--- config.mk ---
export PLATFORM = sky130hd
export DESIGN_NAME = end_screen_ctrl_flat
export DESIGN_NICKNAME = d
export VERILOG_FILES = /design/src/rtl/end_screen_ctrl_if.sv /design/src/rtl/end_screen_ctrl.sv /design/src/flat_wrapper.sv
export SDC_FILE = /design/constraint.sdc
export NUM_CORES = 1
export LEC_CHECK = 0
export ABC_AREA = 1
export CELL_PAD_IN_SITES_DETAIL_PLACEMENT = 1
export CELL_PAD_IN_SITES_GLOBAL_PLACEMENT = 2
export CORE_AREA = 2 2 117 119
export CTS_CLUSTER_DIAMETER = 50
export DETAILED_ROUTE_END_ITERATION = 16
export DIE_AREA = 0 0 119 121
export GPL_TIMING_DRIVEN = 0
export PLACE_DENSITY = 0.93
export SLEW_MARGIN = 30
export SYNTH_ARGS = -nofsm -noshare
export SYNTH_HDL_FRONTEND = slang
export SYNTH_HIERARCHICAL = 1
export SYNTH_SLANG_ARGS = --single-unit
--- constraint.sdc ---
create_clock -name clk -period 1.9 [get_ports clk]
set_clock_uncertainty 0.1 [all_clocks]
set_input_delay 0.285 -clock clk [delete_from_list [all_inputs] [get_ports clk]]
set_output_delay 0.285 -clock clk [all_outputs]
set_load 0.03 [all_outputs]
--- src/rtl/end_screen_ctrl_if.sv ---
// Game-over screen bus bundle: control inputs, live score, VGA pass-through
// and the captured/derived score outputs. master = driver side (game core),
// slave = end_screen_ctrl.
// VGA bus layout (low 32 bits): [31:22] pixel x, [21:12] pixel y, [11:0] rgb.
`ifndef VGA_BUS_SIZE
`define VGA_BUS_SIZE 32
`endif

interface end_screen_ctrl_if #(
  parameter int DIGITS = 3
);
  logic                     module_en;
  logic                     jump_fail;
  logic                     one_sec_tick;
  logic [4*DIGITS-1:0]      score;
  logic [`VGA_BUS_SIZE-1:0] vga_bus_in;
  logic [`VGA_BUS_SIZE-1:0] vga_bus_out;
  logic [4*DIGITS-1:0]      final_score;
  logic [4*DIGITS-1:0]      high_score;
  logic                     new_record;
  logic                     hint_visible;

  modport master (
    output module_en, jump_fail, one_sec_tick, score, vga_bus_in,
    input  vga_bus_out, final_score, high_score, new_record, hint_visible
  );

  modport slave (
    input  module_en, jump_fail, one_sec_tick, score, vga_bus_in,
    output vga_bus_out, final_score, high_score, new_record, hint_visible
  );
endinterface

--- src/rtl/end_screen_ctrl.sv ---
// end_screen_ctrl: game-over controller. Captures the final BCD score once per
// game-over entry (decremented by one on a failed jump), optionally tracks the
// best score, and sequences the blinking "press spacebar" hint. Three string
// overlays are chained on the VGA bus: game_end -> score_end -> spacebar.
// Optional feature macro: HIGH_SCORE_EN (high score register + BCD compare).
// Without it high_score/new_record are tied low; sequence timing is unchanged.
//
//   state     | meaning
//   ----------+--------------------------------------------------------------
//   OFF       | screen inactive; waits for module_en rise, captures score
//   LATCH     | one cycle: update high score, clear tick counter
//   REVEAL    | hint hidden; counts REVEAL_TICKS seconds
//   BLINK_ON  | hint shown; counts BLINK_TICKS seconds
//   BLINK_OFF | hint hidden; counts BLINK_TICKS seconds

// Solid rectangle overlay on the VGA bus; replaces rgb inside [X0,X1)x[Y0,Y1).
module vga_box #(
  parameter logic [9:0] X0 = 10'd1,
  parameter logic [9:0] X1 = 10'd2,
  parameter logic [9:0] Y0 = 10'd1,
  parameter logic [9:0] Y1 = 10'd2
) (
  input  logic                     en,
  input  logic [11:0]              color,
  input  logic [`VGA_BUS_SIZE-1:0] bus_in,
  output logic [`VGA_BUS_SIZE-1:0] bus_out
);
  logic [9:0] px;
  logic [9:0] py;
  logic       hit;

  assign px  = bus_in[31:22];
  assign py  = bus_in[21:12];
  assign hit = en && (px >= X0) && (px < X1) && (py >= Y0) && (py < Y1);

  // Overlay colour only inside the box; everything else passes through.
  always_comb begin
    bus_out = bus_in;
    if (hit) bus_out[11:0] = color;
  end
endmodule

// "GAME OVER" banner: red after a failed jump, yellow otherwise.
module string_game_end (
  input  logic                     module_en,
  input  logic                     jump_fail,
  input  logic [`VGA_BUS_SIZE-1:0] vga_bus_in,
  output logic [`VGA_BUS_SIZE-1:0] vga_bus_out
);
  vga_box #(.X0(10'd100), .X1(10'd540), .Y0(10'd100), .Y1(10'd140)) u_box (
    .en      (module_en),
    .color   (jump_fail ? 12'hF00 : 12'hFF0),
    .bus_in  (vga_bus_in),
    .bus_out (vga_bus_out)
  );
endmodule

// Score field: the three displayed BCD digits drive the fill colour.
module string_score_end (
  input  logic                     module_en,
  input  logic [11:0]              score,
  input  logic [`VGA_BUS_SIZE-1:0] vga_bus_in,
  output logic [`VGA_BUS_SIZE-1:0] vga_bus_out
);
  vga_box #(.X0(10'd260), .X1(10'd380), .Y0(10'd200), .Y1(10'd240)) u_box (
    .en      (module_en),
    .color   (score),
    .bus_in  (vga_bus_in),
    .bus_out (vga_bus_out)
  );
endmodule

// "press spacebar" hint box, white.
module string_spacebar (
  input  logic                     module_en,
  input  logic [`VGA_BUS_SIZE-1:0] vga_bus_in,
  output logic [`VGA_BUS_SIZE-1:0] vga_bus_out
);
  vga_box #(.X0(10'd160), .X1(10'd480), .Y0(10'd320), .Y1(10'd360)) u_box (
    .en      (module_en),
    .color   (12'hFFF),
    .bus_in  (vga_bus_in),
    .bus_out (vga_bus_out)
  );
endmodule

module end_screen_ctrl #(
  parameter int DIGITS       = 3,
  parameter int REVEAL_TICKS = 2,
  parameter int BLINK_TICKS  = 1
) (
  input  logic              clk,
  input  logic              rst,
  end_screen_ctrl_if.slave  bus
);
  localparam int W      = 4 * DIGITS;
  localparam int MAX_T  = (REVEAL_TICKS > BLINK_TICKS) ? REVEAL_TICKS : BLINK_TICKS;
  localparam int CW     = $clog2(MAX_T + 1);
  localparam logic [CW-1:0] REVEAL_TC = CW'(REVEAL_TICKS - 1);
  localparam logic [CW-1:0] BLINK_TC  = CW'(BLINK_TICKS - 1);

  typedef enum logic [2:0] {
    OFF       = 3'd0,
    LATCH     = 3'd1,
    REVEAL    = 3'd2,
    BLINK_ON  = 3'd3,
    BLINK_OFF = 3'd4
  } state_t;

  state_t          state;
  state_t          state_next;
  logic            en_d;
  logic            rise;
  logic [CW-1:0]   tick_cnt;
  logic            capture;
  logic            cnt_clr;
  logic            cnt_inc;
  logic [W-1:0]    final_score;
  logic [W-1:0]    high_score;
  logic            new_record;
  logic            hint_visible;
  logic [`VGA_BUS_SIZE-1:0] vga_a;
  logic [`VGA_BUS_SIZE-1:0] vga_b;

  // BCD decrement by one with borrow rippling up through all digits.
  function automatic logic [W-1:0] bcd_dec(input logic [W-1:0] s);
    logic [W-1:0] r;
    logic         borrow;
    r      = s;
    borrow = 1'b1;
    for (int i = 0; i < DIGITS; i++) begin
      if (borrow) begin
        if (s[4*i +: 4] == 4'd0) begin
          r[4*i +: 4] = 4'd9;
        end else begin
          r[4*i +: 4] = s[4*i +: 4] - 4'd1;
          borrow      = 1'b0;
        end
      end
    end
    return r;
  endfunction

  // Failed jump costs one point; a zero score never underflows.
  function automatic logic [W-1:0] corr(input logic [W-1:0] s, input logic f);
    if (!f || (s == '0)) return s;
    return bcd_dec(s);
  endfunction

  assign rise = bus.module_en & ~en_d;

  // State register.
  always_ff @(posedge clk or posedge rst) begin
    if (rst) state <= OFF;
    else     state <= state_next;
  end

  // Next-state decode plus datapath strobes; dropping module_en always aborts.
  always_comb begin
    state_next = state;
    capture    = 1'b0;
    cnt_clr    = 1'b0;
    cnt_inc    = 1'b0;
    if (!bus.module_en) begin
      state_next = OFF;
    end else begin
      case (state)
        OFF: begin
          if (rise) begin
            capture    = 1'b1;
            state_next = LATCH;
          end
        end
        LATCH: begin
          cnt_clr    = 1'b1;
          state_next = REVEAL;
        end
        REVEAL: begin
          if (bus.one_sec_tick) begin
            if (tick_cnt == REVEAL_TC) begin
              cnt_clr    = 1'b1;
              state_next = BLINK_ON;
            end else begin
              cnt_inc = 1'b1;
            end
          end
        end
        BLINK_ON: begin
          if (bus.one_sec_tick) begin
            if (tick_cnt == BLINK_TC) begin
              cnt_clr    = 1'b1;
              state_next = BLINK_OFF;
            end else begin
              cnt_inc = 1'b1;
            end
          end
        end
        BLINK_OFF: begin
          if (bus.one_sec_tick) begin
            if (tick_cnt == BLINK_TC) begin
              cnt_clr    = 1'b1;
              state_next = BLINK_ON;
            end else begin
              cnt_inc = 1'b1;
            end
          end
        end
        default: state_next = OFF;
      endcase
    end
  end

  // Edge-detect history, second counter, score capture and hint register.
  // hint_visible decodes the next state so it rises with BLINK_ON itself.
  always_ff @(posedge clk or posedge rst) begin
    if (rst) begin
      en_d         <= 1'b0;
      tick_cnt     <= '0;
      final_score  <= '0;
      hint_visible <= 1'b0;
    end else begin
      en_d <= bus.module_en;
      if (cnt_clr)      tick_cnt <= '0;
      else if (cnt_inc) tick_cnt <= tick_cnt + CW'(1);
      if (capture) final_score <= corr(bus.score, bus.jump_fail);
      hint_visible <= (state_next == BLINK_ON);
    end
  end

`ifdef HIGH_SCORE_EN
  // Digit-wise BCD greater-than, most significant digit decides first.
  function automatic logic bcd_gt(input logic [W-1:0] a, input logic [W-1:0] b);
    logic gt;
    logic decided;
    gt      = 1'b0;
    decided = 1'b0;
    for (int i = DIGITS - 1; i >= 0; i--) begin
      if (!decided && (a[4*i +: 4] != b[4*i +: 4])) begin
        gt      = (a[4*i +: 4] > b[4*i +: 4]);
        decided = 1'b1;
      end
    end
    return gt;
  endfunction

  // Best-score tracking: updated in LATCH, record flag dropped back in OFF.
  always_ff @(posedge clk or posedge rst) begin
    if (rst) begin
      high_score <= '0;
      new_record <= 1'b0;
    end else if (state == OFF) begin
      new_record <= 1'b0;
    end else if ((state == LATCH) && bus.module_en && bcd_gt(final_score, high_score)) begin
      high_score <= final_score;
      new_record <= 1'b1;
    end
  end
`else
  assign high_score = '0;
  assign new_record = 1'b0;
`endif

  assign bus.final_score  = final_score;
  assign bus.high_score   = high_score;
  assign bus.new_record   = new_record;
  assign bus.hint_visible = hint_visible;

  string_game_end u_game_end (
    .module_en   (bus.module_en),
    .jump_fail   (bus.jump_fail),
    .vga_bus_in  (bus.vga_bus_in),
    .vga_bus_out (vga_a)
  );

  string_score_end u_score_end (
    .module_en   (bus.module_en),
    .score       (final_score[11:0]),
    .vga_bus_in  (vga_a),
    .vga_bus_out (vga_b)
  );

  string_spacebar u_spacebar (
    .module_en   (bus.module_en & hint_visible),
    .vga_bus_in  (vga_b),
    .vga_bus_out (bus.vga_bus_out)
  );
endmodule
--- src/flat_wrapper.sv ---
// flat-port wrapper written by rule: the top's interface ports become plain ports
module end_screen_ctrl_flat 
#(
  parameter int DIGITS       = 3,
  parameter int REVEAL_TICKS = 2,
  parameter int BLINK_TICKS  = 1
)
  (clk, rst, bus_module_en, bus_jump_fail, bus_one_sec_tick, bus_score, bus_vga_bus_in, bus_vga_bus_out, bus_final_score, bus_high_score, bus_new_record, bus_hint_visible);
  end_screen_ctrl_if #(.DIGITS(DIGITS)) bus_i ();
  input  logic clk;
  input  logic rst;
  input wire logic [$bits(bus_i.module_en)-1:0] bus_module_en;
  input wire logic [$bits(bus_i.jump_fail)-1:0] bus_jump_fail;
  input wire logic [$bits(bus_i.one_sec_tick)-1:0] bus_one_sec_tick;
  input wire logic [$bits(bus_i.score)-1:0] bus_score;
  input wire logic [$bits(bus_i.vga_bus_in)-1:0] bus_vga_bus_in;
  output wire logic [$bits(bus_i.vga_bus_out)-1:0] bus_vga_bus_out;
  output wire logic [$bits(bus_i.final_score)-1:0] bus_final_score;
  output wire logic [$bits(bus_i.high_score)-1:0] bus_high_score;
  output wire logic [$bits(bus_i.new_record)-1:0] bus_new_record;
  output wire logic [$bits(bus_i.hint_visible)-1:0] bus_hint_visible;
  assign bus_i.module_en = bus_module_en;
  assign bus_i.jump_fail = bus_jump_fail;
  assign bus_i.one_sec_tick = bus_one_sec_tick;
  assign bus_i.score = bus_score;
  assign bus_i.vga_bus_in = bus_vga_bus_in;
  assign bus_vga_bus_out = bus_i.vga_bus_out;
  assign bus_final_score = bus_i.final_score;
  assign bus_high_score = bus_i.high_score;
  assign bus_new_record = bus_i.new_record;
  assign bus_hint_visible = bus_i.hint_visible;
  end_screen_ctrl #(.DIGITS(DIGITS), .REVEAL_TICKS(REVEAL_TICKS), .BLINK_TICKS(BLINK_TICKS)) u_core (.clk(clk), .rst(rst), .bus(bus_i));
endmodule
### After elaboration in Yosys (flattened, before gate mapping)

Index checks and enable logic that the tools add are counted.

* flip-flop bits (word level): 19
* input port bits: 49
* output and inout bits: 58
* logic and storage cells: 98

* add/sub/neg operators: 4
* $lt $le $gt $ge: 12
* equality and inequality tests: 6
* muxes and demuxes: 46
* bitwise operators: 3
* reductions and logical operators: 22

Operator list (count)
* two-way mux 12 bit: 5
* less-than comparator 10 x 9 -> 1 bit (second input constant): 3
* two-way mux 3 bit: 8
* two-way mux 1 bit: 22
* greater-or-equal comparator 10 x 7 -> 1 bit (second input constant): 2
* greater-or-equal comparator 10 x 8 -> 1 bit (second input constant): 2
* greater-or-equal comparator 10 x 9 -> 1 bit (second input constant): 2
* less-than comparator 10 x 8 -> 1 bit (second input constant): 2
* two-way mux 4 bit: 5
* one-hot mux 3 bit (5 select lines): 1
* logical AND 1 bit: 12
* logical NOT 12 bit: 1
* logical NOT 4 bit: 3
* subtractor 4 x 1 -> 4 bit (second input constant): 3
* less-than comparator 10 bit (second input constant): 1
* equality test 3 x 2 -> 1 bit (second input constant): 3
* two-way mux 8 bit: 1
* two-way mux 2 bit: 2
* equality test 3 x 1 -> 1 bit (second input constant): 1
* equality test 3 bit (second input constant): 1
* logical NOT 3 bit: 1
* one-hot mux 1 bit (3 select lines): 1
* adder 2 x 1 -> 2 bit (second input constant): 1
* bitwise AND 1 bit: 2
* 8 further kinds: 8

### Longest topological paths before layout

* word-level depth: 13
* gate-level depth with buffers: 13
* mapped depth without buffers: 12

### By module

Netlist, hierarchy kept.

By module, submodules not included
* end_screen_ctrl: times used 1, cells an instance 216, area each 1407.6 um2, sequential area each 475.5 um2
* vga_box at u_core.u_game_end.u_box: times used 1, cells an instance 104, area each 653.1 um2, sequential area each 0.0 um2
* vga_box at u_core.u_score_end.u_box: times used 1, cells an instance 83, area each 462.9 um2, sequential area each 0.0 um2
* vga_box at u_core.u_spacebar.u_box: times used 1, cells an instance 78, area each 444.2 um2, sequential area each 0.0 um2
* string_game_end: times used 1, cells an instance 3, area each 11.3 um2, sequential area each 0.0 um2
* string_spacebar: times used 1, cells an instance 1, area each 3.8 um2, sequential area each 0.0 um2

### Worst setup path after synthesis

Ideal clock, no wire load.

* kind: input to output
* start: input bus_vga_bus_in[28]
* end: output bus_vga_bus_out[6]
* arrival: 1.296 ns
* required time: 1.515 ns
* slack: 0.219 ns
* cell stages on the path: 12
* path buffers: 1
* cell sequence: nor2_1 nand3_1 nand2_2 nand2_2 nor2_4 buf_8 nand3_1 nand2_1 nand2_1 nand2_1 nand2_1 nand2_1

* cells in the longest elaborated chain, start to end: 8
* elaborated cells between the ends (all ways): 21
* those cells by class: 6 x order compare; 3 x mux; 12 x reduce/logical

Ends and longest elaborated chain
* start: declaration: RTL line flat_wrapper.sv:16 `input wire logic [$bits(bus_i.vga_bus_in)-1:0] bus_vga_bus_in;`
* greater-or-equal comparator 10 x 7 -> 1 bit: RTL line end_screen_ctrl.sv:34 `assign hit = en && (px >= X0) && (px < X1) && (py >= Y0) && (py < Y1);`
* logical AND 1 bit: RTL line end_screen_ctrl.sv:34
* logical AND 1 bit (*) (3 in a row): RTL line end_screen_ctrl.sv:34
* two-way mux 12 bit (*): RTL line end_screen_ctrl.sv:39 `if (hit) bus_out[11:0] = color;`
* named net u_core.vga_a[6]: RTL line end_screen_ctrl.sv:122 `` logic [`VGA_BUS_SIZE-1:0] vga_a; ``
* two-way mux 12 bit (*): RTL line end_screen_ctrl.sv:39
* named net u_core.vga_b[6]: RTL line end_screen_ctrl.sv:123 `` logic [`VGA_BUS_SIZE-1:0] vga_b; ``
* two-way mux 12 bit (*): RTL line end_screen_ctrl.sv:39
* end: declaration: RTL line flat_wrapper.sv:17 `output wire logic [$bits(bus_i.vga_bus_out)-1:0] bus_vga_bus_out;`

Mark *: on every way through the listed nets, which the timed path passes. The rest lies on a longest branch.

### Final worst setup path

* start: input bus_vga_bus_in[20]
* end: output bus_vga_bus_out[8]

* cells in the longest elaborated chain, start to end: 6
* elaborated cells between the ends (all ways): 15
* those cells by class: 6 x order compare; 3 x mux; 6 x reduce/logical

Ends and longest elaborated chain (RTL line)
* greater-or-equal comparator 10 x 7 -> 1 bit: end_screen_ctrl.sv:34
* logical AND 1 bit (2 in a row): end_screen_ctrl.sv:34
* two-way mux 12 bit: end_screen_ctrl.sv:39
* two-way mux 12 bit (*): end_screen_ctrl.sv:39
* named net u_core.vga_b[8]: end_screen_ctrl.sv:123
* two-way mux 12 bit (*): end_screen_ctrl.sv:39

Marks and branches as above.

==> flow_summary.json <==
{
  "status": "finished with violations",
  "violations": "setup timing",
  "wl_mm": 9.20,
  "setup_slack_ns": -0.0537,
  "drv_cap": 0,
  "cts_made_buffers": 3,
  "dp_hpwl_mm": 7.66,
  "switching_power_mw": 1.26,
  "whs_endpoint": "u_core/en_d",
  "ant_nets": 0,
  "yosys-top-cells-area": "nand2_1 (23%), buf_4 (20%), dfrtp_1 (16%)",
  "num_antenna_cells": 0,
  "syn-cell-area_sq_mm": 0.00298,
  "fin_crit_ns": 1.95,
  "antenna_found_initial": 0,
  "final_cells": 793,
  "seqPwrFrac": 0.258,
  "crit_fanout": 5,
  "endpoint_kind": "primary output",
  "wl_per_cell_microns": 11.6,
  "die_area_sq_mm": 0.0144,
  "grt_max_degree": 20,
  "n_fill_cell": 1648,
  "clk_latency_ns": 0.25,
  "stdcell_area_sq_mm": 0.00471,
  "synth.distinct_cells": 34,
  "tns_ns": -0.385,
  "place.gp.congestion": 0.816,
  "coreArea_sq_mm": 0.0131,
  "root_buffer": "clkbuf_16",
  "grt_usage": 0.127,
  "slew_viol_final": 0,
  "dp_cells": 779,
  "die_w_microns": 119,
  "grt_first_pass_wirelength_mm": 15.4,
  "vias_per_cell": 3.97,
  "cp.required_ns": 1.51,
  "timing.fmax_ghz": 0.512,
  "ctsHtreeMaxLevel": 1,
  "clkSlewWorstSetupHoldPaths_ns": 0.05,
  "irDropWorstVdd_mv": 0.327,
  "dpl_cell_area_sq_mm": 0.00420,
  "synth-seq-cells": 19,
  "synth_top_area_share": 0.225,
  "critPathKind": "input pin to primary output",
  "hold_path.class": "input pin to flip-flop",
  "r2r_slack_ns": 0.38,
  "start_util": 0.228,
  "drive_gt1_frac": 0.389,
  "worstRegToRegCells": 6,
  "cts_tree": "done",
  "utilization": 0.360,
  "ios": 107,
  "ys.warnings.count": 6,
  "cts.sinks": 19,
  "tightest_slew_ns": 0.755,
  "p_sw_frac": 0.446,
  "multi_input_area_sq_mm": 0.00202,
  "syn_avg_cell_area_sq_um": 6.15,
  "p_leak_nw": 2.46,
  "startpoint_type": "input pin",
  "powerDensity_mw_per_mm2": 600,
  "grt_setup_unrepaired": "yes",
  "drt-pass1-iter-count": 4,
  "syn2layout_area_growth_pct": 57.8,
  "drc": 0,
  "fin_total_pwr_mw": 2.82,
  "layout.area.seq_sq_um": 475,
  "cp.arrival_ns": 1.57,
  "yosysTopAreaCell": "nand2_1",
  "routed-via-count": 3150,
  "rows": 42,
  "fin_crit_sh": 1.03,
  "p_int_mw": 1.56,
  "worstReg2RegStart": "u_core/state[1]",
  "drt_iter0_drc": 106,
  "min-delay-start": "bus_module_en",
  "nNetsFinal": 669,
  "yosysSeqAreaShare": 0.159,
  "syn_inst": 485,
  "grt_pass1_vias": 3276,
  "clkPwrFrac": 0.151,
  "die_y_microns": 121,
  "grt_overflow_total": 0,
  "hold_buffers": 0,
  "hold_viol": 0,
  "combPwrFrac": 0.591,
  "slew-limit-headroom": 0.496,
  "ctsLongestPathBuffers": 2,
  "rr_endpoint": "u_core/bus.final_score[10]",
  "portBuffers": 89,
  "final-setup-viol-count": 11,
  "hold_path_depth": 1
}
-- cell usage in the layout, fill, tap and decap left out, types with 15 or more instances in the layout --
master / count
buf_4: 79
buf_6: 31
clkdlybuf4s50_1: 60
conb_1: 33
dfrtp_1: 19
inv_1: 45
nand2_1: 139
nand2_2: 40
nand3_1: 31
nand4_1: 15
nor2_1: 17
-- how the worst max path moves through the flow --
| stage | startpoint | to | slack [ns] | depth (start not counted) |
|---|---|---|---|---|
| finish | bus_vga_bus_in[20] | bus_vga_bus_out[8] | -0.05 | 14 |
| global route | bus_vga_bus_in[20] | bus_vga_bus_out[3] | -0.16 | 14 |
| CTS | bus_vga_bus_in[20] | bus_vga_bus_out[9] | -0.09 | 14 |
| detailed placement | bus_module_en | bus_vga_bus_out[10] | -1.25 | 12 |
| global placement | bus_module_en | bus_vga_bus_out[6] | -1.19 | 12 |
| floorplan | bus_vga_bus_in[28] | bus_vga_bus_out[6] | 0.22 | 12 |
-- final cells by class --
cell class	count	share of cell area
sequential	19	0.101
clock buffer	4	0.0167
tap	176	0.0468
timing repair buffer	99	0.212
buffer	86	0.149
multi-input combinational	354	0.429
inverter	55	0.0449
-- per-stage QoR --
step	worst slack (ns)	hold WS, ns
global route	-0.162	0.102
global placement	-1.19	0.416
floorplan	0.219	0.136
finish	-0.0537	0.0972
CTS	-0.0853	0.152
detailed placement	-1.25	0.417
-- what timing repair did --
| action | in CTS | in global routing |
|---|---|---|
| buffers inserted | 4 | 2 |
| gates cloned | 3 | 1 |
| setup endpoints to repair | 28 | 12 |
| pin swaps | 50 | 23 |
| gates resized for setup | 228 | 39 |
| hold endpoints to repair | 0 | 0 |
-- state kept, by name (all words and copies together), names as in the netlist --
signal                   flops
u_core/en_d                  1
u_core/tick_cnt              2
u_core/bus.hint_visible      1
u_core/state                 3
u_core/bus.final_score      12
-- Yosys cell counts, drive strengths merged --
| cell | count |
|---|---|
| nand2 | 189 |
| nand4 | 15 |
| a211oi | 1 |
| nor2 | 40 |
| a21oi | 3 |
| nor3 | 3 |
| o21bai | 12 |
| clkinv | 1 |
| conb | 4 |
| a21boi | 1 |
| buf | 86 |
| inv | 54 |
| nand3 | 46 |
| nor3b | 1 |
| o21ai | 5 |
| dfrtp | 19 |
| a31oi | 1 |
| ha | 2 |
| xor2 | 1 |
| or2 | 1 |
-- cells by family (layout without fill, tap and decap cells) --
logic type,Yosys count,after routing,synth area share
and+or+nand+nor,295,295,0.466
buffers and inverters,141,244,0.294
AOI/OAI and AO/OA,23,23,0.0646
DFF,19,19,0.159
other,4,33,0.00503
adders and majority gates,2,2,0.00839
xor gates and xnor gates,1,1,0.00294
-- layer usage --
metal | track usage | up-vias | wire (microns)
li1 | - | 1660 | -
met5 | 0 | - | 0
met2 | 0.246 | 58 | 4920
met3 | 0.0127 | 4 | 288
met1 | 0.155 | 1428 | 3950
met4 | 0.0179 | 0 | 42
-- power groups by stage --
stage / Clock (mW) / Combinational (mW) / Sequential, mW
4_1_cts: 0.438 / 1.66 / 0.737
2_1_floorplan: 0 / 0.752 / 0.919
5_1_grt: 0.459 / 1.81 / 0.755
3_5_place_dp: 0 / 1.59 / 0.737
3_3_place_gp: 0 / 1.54 / 0.733
6_report: 0.427 / 1.67 / 0.728
-- worst max-delay path, stage by stage --
cell,delay [ns]
buf_8,0.10
buf_6,0.11
inv_4,0.05
nand2_2,0.05
nor2_2,0.09
nand2_2,0.07
nor2_4,0.19
nand2_4,0.10
buf_6,0.15
nand2_1,0.05
nand2_1,0.06
nand2_2,0.07
nand2_2,0.06
buf_6,0.13
(Power assumes the default switching activity.)
